[src/rtl/lsu_queue_ptr_ctrl.sv]
// Head/tail pointer and occupancy control for the LSU circular load/store queues.
// Optional macro LSU_Q_ALLOC_ON_POP_EN: allow allocation into a full queue in the cycle head retires.

module lsu_q_entry #(
  parameter int IDX_W = 3
) (
  input  logic             clk,
  input  logic             reset,
  input  logic             flush_all,
  input  logic             flush_valid,
  input  logic             set,
  input  logic             clr,
  input  logic [IDX_W-1:0] age,
  input  logic [IDX_W-1:0] keep_age,
  output logic             vld
);
  // A flush keeps entries no younger than the flush point; set wins over clr so a
  // full-queue pop+push onto the same slot leaves it occupied.
  always_ff @(posedge clk) begin
    if (reset)            vld <= 1'b0;
    else if (flush_all)   vld <= 1'b0;
    else if (flush_valid) vld <= vld & (age <= keep_age) & ~clr;
    else                  vld <= (vld & ~clr) | set;
  end
endmodule

module lsu_queue_ptr_ctrl #(
  parameter int DEPTH = 8,
  parameter int IDX_W = $clog2(DEPTH)
) (
  input  logic             clk,
  input  logic             reset,
  input  logic             alloc_valid,
  output logic             alloc_ready,
  output logic [IDX_W-1:0] alloc_idx,
  input  logic             commit,
  input  logic             flush_valid,
  input  logic [IDX_W-1:0] flush_idx,
  input  logic             flush_all,
  output logic [IDX_W-1:0] head,
  output logic [IDX_W-1:0] tail,
  output logic [IDX_W:0]   count,
  output logic             full,
  output logic             empty,
  output logic [DEPTH-1:0] entry_valid
);
  localparam logic [IDX_W:0] DEPTH_C = (IDX_W+1)'(DEPTH);

  logic             commit_ok, grant;
  logic [IDX_W-1:0] head_n, tail_n, keep_age;
  logic [IDX_W:0]   count_n;

  assign full      = (count == DEPTH_C);
  assign empty     = (count == '0);
  assign commit_ok = commit & ~empty;

`ifdef LSU_Q_ALLOC_ON_POP_EN
  assign alloc_ready = (~full | commit_ok) & ~flush_valid & ~flush_all;
`else
  assign alloc_ready = ~full & ~flush_valid & ~flush_all;
`endif

  assign grant     = alloc_valid & alloc_ready;
  assign alloc_idx = tail;
  // Age of the flush point relative to head; survivors have age <= keep_age.
  assign keep_age  = flush_idx - head;

  always_comb begin
    head_n  = head;
    tail_n  = tail;
    count_n = count;
    if (flush_all) begin
      tail_n  = head;
      count_n = '0;
    end else if (flush_valid) begin
      tail_n  = flush_idx + IDX_W'(1);
      count_n = {1'b0, keep_age} + (IDX_W+1)'(1) - {{IDX_W{1'b0}}, commit_ok};
      if (commit_ok) head_n = head + IDX_W'(1);
    end else begin
      if (commit_ok) head_n = head + IDX_W'(1);
      if (grant)     tail_n = tail + IDX_W'(1);
      case ({grant, commit_ok})
        2'b10:   count_n = count + (IDX_W+1)'(1);
        2'b01:   count_n = count - (IDX_W+1)'(1);
        default: count_n = count;
      endcase
    end
  end

  always_ff @(posedge clk) begin
    if (reset) begin
      head  <= '0;
      tail  <= '0;
      count <= '0;
    end else begin
      head  <= head_n;
      tail  <= tail_n;
      count <= count_n;
    end
  end

  for (genvar i = 0; i < DEPTH; i++) begin : g_ent
    logic [IDX_W-1:0] age;
    assign age = IDX_W'(i) - head;
    lsu_q_entry #(.IDX_W(IDX_W)) u_ent (
      .clk         (clk),
      .reset       (reset),
      .flush_all   (flush_all),
      .flush_valid (flush_valid),
      .set         (grant && (tail == IDX_W'(i))),
      .clr         (commit_ok && (head == IDX_W'(i))),
      .age         (age),
      .keep_age    (keep_age),
      .vld         (entry_valid[i])
    );
  end

  // Flushing to an unoccupied entry is a protocol violation.
  a_flush_idx_valid: assert property (@(posedge clk) disable iff (reset)
    (flush_valid && !flush_all) |-> entry_valid[flush_idx]);
  a_count_range: assert property (@(posedge clk) disable iff (reset)
    count <= DEPTH_C);
  a_count_match: assert property (@(posedge clk) disable iff (reset)
    $countones(entry_valid) == int'(count));
endmodule

[config.mk]
export PLATFORM = sky130hd
export DESIGN_NAME = lsu_queue_ptr_ctrl
export DESIGN_NICKNAME = d
export VERILOG_FILES = /design/src/rtl/lsu_queue_ptr_ctrl.sv
export SDC_FILE = /design/constraint.sdc
export NUM_CORES = 1
export LEC_CHECK = 0
export ABC_AREA = 1
export ABC_CLOCK_PERIOD_IN_PS = 6700
export CELL_PAD_IN_SITES_DETAIL_PLACEMENT = 1
export CELL_PAD_IN_SITES_GLOBAL_PLACEMENT = 2
export CORE_ASPECT_RATIO = 1.1
export CORE_MARGIN = 1
export CORE_UTILIZATION = 30
export CTS_CLUSTER_DIAMETER = 100
export CTS_CLUSTER_SIZE = 16
export DETAILED_ROUTE_END_ITERATION = 10
export PLACE_DENSITY = 0.95
export RECOVER_POWER = 100
export SLEW_MARGIN = 15
export SYNTH_ARGS = -nofsm -noshare
export SYNTH_HDL_FRONTEND = slang
export SYNTH_SLANG_ARGS = --single-unit
export TNS_END_PERCENT = 5
[constraint.sdc]
create_clock -name clk -period 6.7 [get_ports clk]
set_input_delay 0.67 -clock clk [delete_from_list [all_inputs] [get_ports clk]]
set_output_delay 0.67 -clock clk [all_outputs]
set_load 0.005 [all_outputs]
==> results of run 1 <==
power breakdown:
part | leakage [nW] | total, mW | switching [mW] | internal [mW]
Combinational | 0.821 | 0.139 | 0.0834 | 0.0558
Clock | 0.0288 | 0.0982 | 0.0457 | 0.0525
Sequential | 0.146 | 0.120 | 0.00805 | 0.112
worst register-to-register path, cell delays in order, from the launching register on:
cell and delay, ns:
dfxtp_1 0.48, ha_1 0.23, inv_1 0.07, fa_1 0.54, inv_1 0.12, ha_1 0.31, inv_1 0.04, o21bai_1 0.11
nand2_1 0.11, a21oi_1 0.17, o21ai_0 0.16, and3_1 0.19
worst paths after layout:
| path | from | endpoint | slack, ns | cells past startpoint |
|---|---|---|---|---|
| hold reg to reg | g_ent[1].u_ent.vld$_SDFF_PP0_ | g_ent[1].u_ent.vld$_SDFF_PP0_ | 0.50 | 2 |
| setup reg to reg | head[0]$_SDFFE_PP0P_ | g_ent[6].u_ent.vld$_SDFF_PP0_ | 4.06 | 11 |
| hold / removal | g_ent[1].u_ent.vld$_SDFF_PP0_ | g_ent[1].u_ent.vld$_SDFF_PP0_ | 0.50 | 2 |
| setup / recovery | flush_idx[0] | g_ent[6].u_ent.vld$_SDFF_PP0_ | 3.54 | 13 |
sequential cells by signal, indices dropped and copies added, names as in the netlist:
signal,cells
alloc_idx,3
count,4
g_ent.u_ent.vld,8
head,3
through the flow:
step / total power, mW / std cells
after floorplan: 0.219 / 249
after global placement: 0.263 / 342
after detailed placement: 0.267 / 342
after CTS: 0.364 / 346
after global routing: 0.382 / 346
final: 0.357 / 346
cell usage after synthesis, types with 2 or more instances:
master	count	area [um^2]
nand4_1	3	18.8
nand2_2	2	12.5
fa_1	2	40.0
o21ai_0	19	95.1
o31ai_1	2	15.0
inv_2	4	15.0
o21bai_1	3	22.5
o21ai_1	4	20.0
dfxtp_1	18	360
nor2_4	2	22.5
buf_4	12	90.1
a21oi_1	18	90.1
nor2_2	2	12.5
ha_1	19	238
nand3_1	13	65.1
nor2_1	10	37.5
nand2_4	3	33.8
inv_1	38	143
a21oi_2	2	17.5
xnor2_1	2	17.5
nor3_1	3	15.0
nand2_1	57	214
placed cells by master, fill, tap and decap left out, types with 3 or more instances in the layout:
| master | n |
|---|---|
| nand2_4 | 3 |
| nand4_1 | 3 |
| inv_1 | 38 |
| nand2_1 | 58 |
| o21ai_0 | 21 |
| dfxtp_1 | 18 |
| nor2_1 | 12 |
| dlygate4sd3_1 | 26 |
| ha_1 | 19 |
| a21oi_1 | 18 |
| clkdlybuf4s50_1 | 6 |
| nand3_1 | 13 |
| clkbuf_8 | 4 |
| inv_2 | 4 |
| o21bai_1 | 3 |
| nor3_1 | 3 |
layer usage:
layer / wire [um] / vias to the layer above
li1: - / 836
met1: 2300 / 766
met2: 2230 / 31
met3: 140 / 8
met4: 95 / 0
met5: 0 / -
cell families (layout without fill, tap and decap cells):
group	count (synthesis)	count (layout)	synth area share (%)
XOR/XNOR	3	3	1.55
AO/OA/AOI/OAI	52	52	17.0
buffers and inverters	57	79	15.5
adder cells (fa/ha/maj)	21	21	16.4
flip-flops	18	18	21.3
AND/OR/NAND/NOR	98	98	28.1
final cells by class:
| class | instances | area, um^2 | area share, % |
|---|---|---|---|
| clock buffer | 4 | 55.1 | 2.69 |
| inverter | 43 | 164 | 8.00 |
| multi-input combinational | 174 | 1050 | 51.5 |
| sequential | 18 | 360 | 17.6 |
| tap | 75 | 93.8 | 4.58 |
| timing repair buffer | 32 | 320 | 15.6 |
==> flow_metrics.py, run 1 <==
metrics = {
    "final_layout": {
        "area_delta_synth_final_pct": 21.2,
        "final_nets": 302,
        "n_fill_cell": 726,
        "fin_area_um2": 2050,
        "antennaDiodeCount": 0,
        "drive_above_1_share_pct": 7.01,
        "postLayoutCoreUtil_pct": 38.0,
    },
    "clock_tree": {
        "clock_latency_ns": 0.27,
        "cts_tree": "yes",
        "cts_buffers": 3,
        "root_buffer": "clkbuf_8",
        "post-cts-setup-buffers": 0,
        "clock_path_buffers": 2,
        "clkSinkCount": 18,
        "cts.hold.buffers_added": 0,
        "cts-resized-gates": 0,
        "htreeDepth": 1,
        "clk_pin_slew_worst_paths_ns": 0.08,
    },
    "global_route": {
        "grt_pass1_vias": 1650,
        "met2_usage_pct": 29.4,
        "grt_pass1_wl_um": 7880,
        "grt_max_degree": 15,
        "gr-max-usage-layer": "met2",
        "grt-ovfl-total": 0,
        "grt_antenna_before_repair": 0,
        "grtUsageMet3_pct": 1.88,
        "grtUsageTotal_pct": 17.4,
        "grt_use_met1_pct": 22.4,
    },
    "yosys": {
        "ys_seq_area_share_pct": 21.3,
        "syn_nets": 279,
        "syn_avg_cell_area_um2": 6.79,
        "ys_seq_elements": 18,
        "yosys_warnings": 0,
        "yosysUniqueCellTypes": 33,
        "synthesis.area_um2": 1690,
        "synth_edf_count": 0,
        "ys.flop_type": "dfxtp_1",
        "async_reset_ff_share_pct": 0,
        "syn_inst": 249,
    },
    "setup_path": {
        "critPathArrivalTime_ns": 3.33,
        "crit_required_ns": 6.87,
        "slowest_delay_ns": 0.59,
        "cpMostUsedCell": "inv_1",
        "crit_chain": "dlygate4sd3_1 -> inv_1 -> ha_1 -> inv_1 -> fa_1 -> inv_1 -> ha_1 -> inv_1 -> o21bai_1 -> nand2_1 -> a21oi_1 -> o21ai_0 -> and3_1",
        "cp_top_family": "adder cells",
        "crit_path_end_kind": "flop",
        "cp_slowest_cell": "dlygate4sd3_1",
        "crit_type": "in2reg",
        "cp_max_fo": 4,
        "start_kind": "primary input",
        "path_buf_inv": 5,
    },
    "placement": {
        "dpl-instance-area_um2": 2010,
        "hpwlAfterDp_um": 3900,
        "dp_slack_ns": 3.36,
        "portBuffers": 32,
        "gp_congestion": 0.805,
    },
    "floorplan": {
        "ios": 33,
        "die_y_um": 80.7,
        "core_um2": 5400,
        "start_util_pct": 31.3,
        "rows": 28,
        "die_area_um2": 5940,
        "fp.dieW_um": 73.6,
    },
    "power_and_ir_drop": {
        "p_leak_nw": 0.997,
        "irDropWorstVdd_mv": 0.0670,
        "p_per_area_nw_per_um2": 174,
    },
    "routing": {
        "drt_iter0_drc": 78,
        "vias": 1641,
        "finalWirelength_um": 4760,
        "route.detailed.drc": 0,
        "drtPass1Iterations": 4,
        "ant_nets": 0,
        "viasPerCell": 4.74,
        "wl_per_cell_um": 13.8,
    },
    "status": {
        "status": "completed",
    },
    "sta": {
        "postLayoutSetupSlackWorst_ns": 3.54,
        "slew_violations": 0,
        "layout_worst_path_cycle_share_pct": 47.2,
        "finalClockSkew_ns": 0.00161,
        "tightestPinTransition_ns": 0.531,
        "final-hold-violation-count": 0,
        "rsz0062_at_grt": "no",
        "setup_violations": 0,
        "finalSetupTns_ns": 0,
        "clock.fmax_ghz": 0.316,
        "min_period_ns": 3.16,
        "fin_hold_ws_ns": 0.502,
        "relSlewSlack_pct": 64.5,
    },
    "worst_hold_path": {
        "hp-class": "reg2reg",
    },
    "flow_run": {
        "max_cap_viol_count": 0,
    },
}
No activity file was read; power rests on OpenSTA's default activity.
==> run 2: changes to the inputs <==
--- a/config.mk
+++ b/config.mk
@@ -6,16 +6,16 @@
 export NUM_CORES = 1
 export LEC_CHECK = 0
 export ABC_AREA = 1
-export ABC_CLOCK_PERIOD_IN_PS = 6700
+export ABC_CLOCK_PERIOD_IN_PS = 3100
 export CELL_PAD_IN_SITES_DETAIL_PLACEMENT = 1
 export CELL_PAD_IN_SITES_GLOBAL_PLACEMENT = 2
 export CORE_ASPECT_RATIO = 1.1
 export CORE_MARGIN = 1
-export CORE_UTILIZATION = 30
+export CORE_UTILIZATION = 28
 export CTS_CLUSTER_DIAMETER = 100
 export CTS_CLUSTER_SIZE = 16
 export DETAILED_ROUTE_END_ITERATION = 10
-export PLACE_DENSITY = 0.95
+export PLACE_DENSITY = 0.91
 export RECOVER_POWER = 100
 export SLEW_MARGIN = 15
 export SYNTH_ARGS = -nofsm -noshare
==> constraint.sdc (replaced) <==
create_clock -name clk -period 3.1 [get_ports clk]
set_input_delay 0.31 -clock clk [delete_from_list [all_inputs] [get_ports clk]]
set_output_delay 0.31 -clock clk [all_outputs]
set_load 0.005 [all_outputs]
==> flow_metrics.py, run 2 (same netlist as run 1, synthesis figures left out) <==
metrics = {
    "final_layout": {
        "area_delta_synth_final_pct": 21.5,
        "finalNonFillerCells": 350,
        "largest_reg_flops": 8,
        "final_nets": 304,
        "postLayoutCoreUtil_pct": 35.4,
        "mostFrequentLayoutCell": "nand2_1",
        "multiInputGateArea_um2": 1050,
        "n_fill_cell": 762,
        "largest_register": "g_ent.u_ent.vld",
        "largestRegisters": "g_ent.u_ent.vld (8), count (4)",
        "antennaDiodeCount": 0,
        "final-seq-area_um2": 360,
        "mostFrequentLayoutCells": "59 x nand2_1, 39 x inv_1, 25 x dlygate4sd3_1",
        "drive_above_1_share_pct": 6.23,
    },
    "setup_path": {
        "cp_max_fo": 4,
        "cpMostUsedCell": "inv_1",
        "slowest_delay_ns": 0.57,
        "start_kind": "primary input",
        "cp_slowest_cell": "dlygate4sd3_1",
        "crit_chain": "dlygate4sd3_1 -> inv_1 -> ha_1 -> inv_1 -> fa_1 -> inv_1 -> ha_1 -> inv_1 -> o21bai_1 -> nand2_1 -> a21oi_1 -> o21ai_0 -> and3_1",
        "crit_type": "in2reg",
        "crit_path_end_kind": "flop",
        "cp_top_family": "adder cells",
        "crit_required_ns": 3.27,
        "path_buf_inv": 5,
        "critPathArrivalTime_ns": 2.79,
    },
    "sta": {
        "relSlewSlack_pct": 55.5,
        "tightestPinTransition_ns": 0.667,
        "rsz0062_at_grt": "no",
        "finalClockSkew_ns": 0.00642,
        "min_period_ns": 2.62,
        "finalSetupTns_ns": 0,
        "setup_violations": 0,
        "layout_worst_path_cycle_share_pct": 84.6,
        "slew_violations": 0,
        "clock.fmax_ghz": 0.381,
        "final-hold-violation-count": 0,
    },
    "global_route": {
        "grt_max_degree": 14,
        "grt-ovfl-total": 0,
        "grt_antenna_before_repair": 0,
        "grtUsageTotal_pct": 16.3,
        "grt_pass1_wl_um": 8050,
        "grt_pass1_vias": 1643,
    },
    "worst_hold_path": {
        "hp-class": "reg2reg",
    },
    "clock_tree": {
        "post-cts-setup-buffers": 0,
        "cts_tree": "yes",
        "clock_latency_ns": 0.27,
        "clock_path_buffers": 2,
        "cts_buffers": 3,
        "clkSinkCount": 18,
        "cts-resized-gates": 0,
        "htreeDepth": 1,
        "root_buffer": "clkbuf_8",
        "clk_pin_slew_worst_paths_ns": 0.08,
        "cts.hold.buffers_added": 0,
    },
    "floorplan": {
        "ios": 33,
        "start_util_pct": 29.1,
        "die_area_um2": 6350,
        "core_um2": 5810,
        "fp.dieW_um": 76.1,
        "die_y_um": 83.5,
        "rows": 29,
    },
    "routing": {
        "finalWirelength_um": 4890,
        "drt_iter0_drc": 46,
        "ant_nets": 0,
        "viasPerCell": 4.67,
        "vias": 1634,
        "route.detailed.drc": 0,
        "drtPass1Iterations": 4,
        "wl_per_cell_um": 14.0,
    },
    "power_and_ir_drop": {
        "irDropWorstVdd_mv": 0.137,
        "p_per_area_nw_per_um2": 374,
        "p_leak_nw": 0.995,
        "power_mw": 0.768,
    },
    "flow_run": {
        "max_cap_viol_count": 0,
    },
    "status": {
        "status": "completed",
    },
    "placement": {
        "dpl.cell_count": 346,
        "gp_congestion": 0.807,
        "hpwlAfterDp_um": 3960,
        "portBuffers": 32,
    },
}
-- run 2: routing by layer --
layer | part of all wire (%) | vias up | track usage, %
met2 | 48 | 19 | 28.8
met1 | 49 | 776 | 20.3
met5 | 0 | - | 0
li1 | - | 835 | -
met4 | 1.3 | 0 | 6.29
met3 | 1.8 | 4 | 1.53
-- run 2: final timing paths --
check                           slack (ns)                            end  cells after the start                          start
worst max-delay path                  0.48  g_ent[6].u_ent.vld$_SDFF_PP0_                     13                   flush_idx[0]
worst min-delay path                  0.48  g_ent[1].u_ent.vld$_SDFF_PP0_                      2  g_ent[1].u_ent.vld$_SDFF_PP0_
worst max register to register        0.63  g_ent[6].u_ent.vld$_SDFF_PP0_                     10           head[1]$_SDFFE_PP0P_
worst min register to register        0.48  g_ent[1].u_ent.vld$_SDFF_PP0_                      2  g_ent[1].u_ent.vld$_SDFF_PP0_
-- run 2: area by class of cell --
| cell class | count | share of cell area, % |
|---|---|---|
| Clock buffer | 4 | 2.68 |
| Inverter | 43 | 7.98 |
| Multi-Input combinational cell | 174 | 51.2 |
| Sequential cell | 18 | 17.5 |
| Tap cell | 77 | 4.69 |
| Timing Repair Buffer | 34 | 16.0 |
-- run 2: metrics by stage --
stage | hold WS, ns | setup slack [ns] | instance area, um^2
global route | 0.510 | 0.318 | 2050
finish | 0.477 | 0.476 | 2050
global placement | 0.473 | 0.413 | 2020
CTS | 0.485 | 0.603 | 2080
floorplan | 0.457 | 0.853 | 1690
detailed placement | 0.474 | 0.325 | 2020
-- run 2: power by group --
part / switching (mW) / internal (mW) / total [mW]
registers: 0.0163 / 0.242 / 0.258
logic: 0.185 / 0.122 / 0.306
clock network: 0.0905 / 0.113 / 0.204
total: 0.291 / 0.477 / 0.768
-- run 2: worst register-to-register path, stage by stage (launching register included) --
cell and delay, ns:
dfxtp_1 0.46, inv_1 0.23, fa_1 0.59, inv_1 0.10, ha_1 0.31, inv_1 0.04
o21bai_1 0.11, nand2_1 0.10, a21oi_1 0.16, o21ai_0 0.11, and3_1 0.16
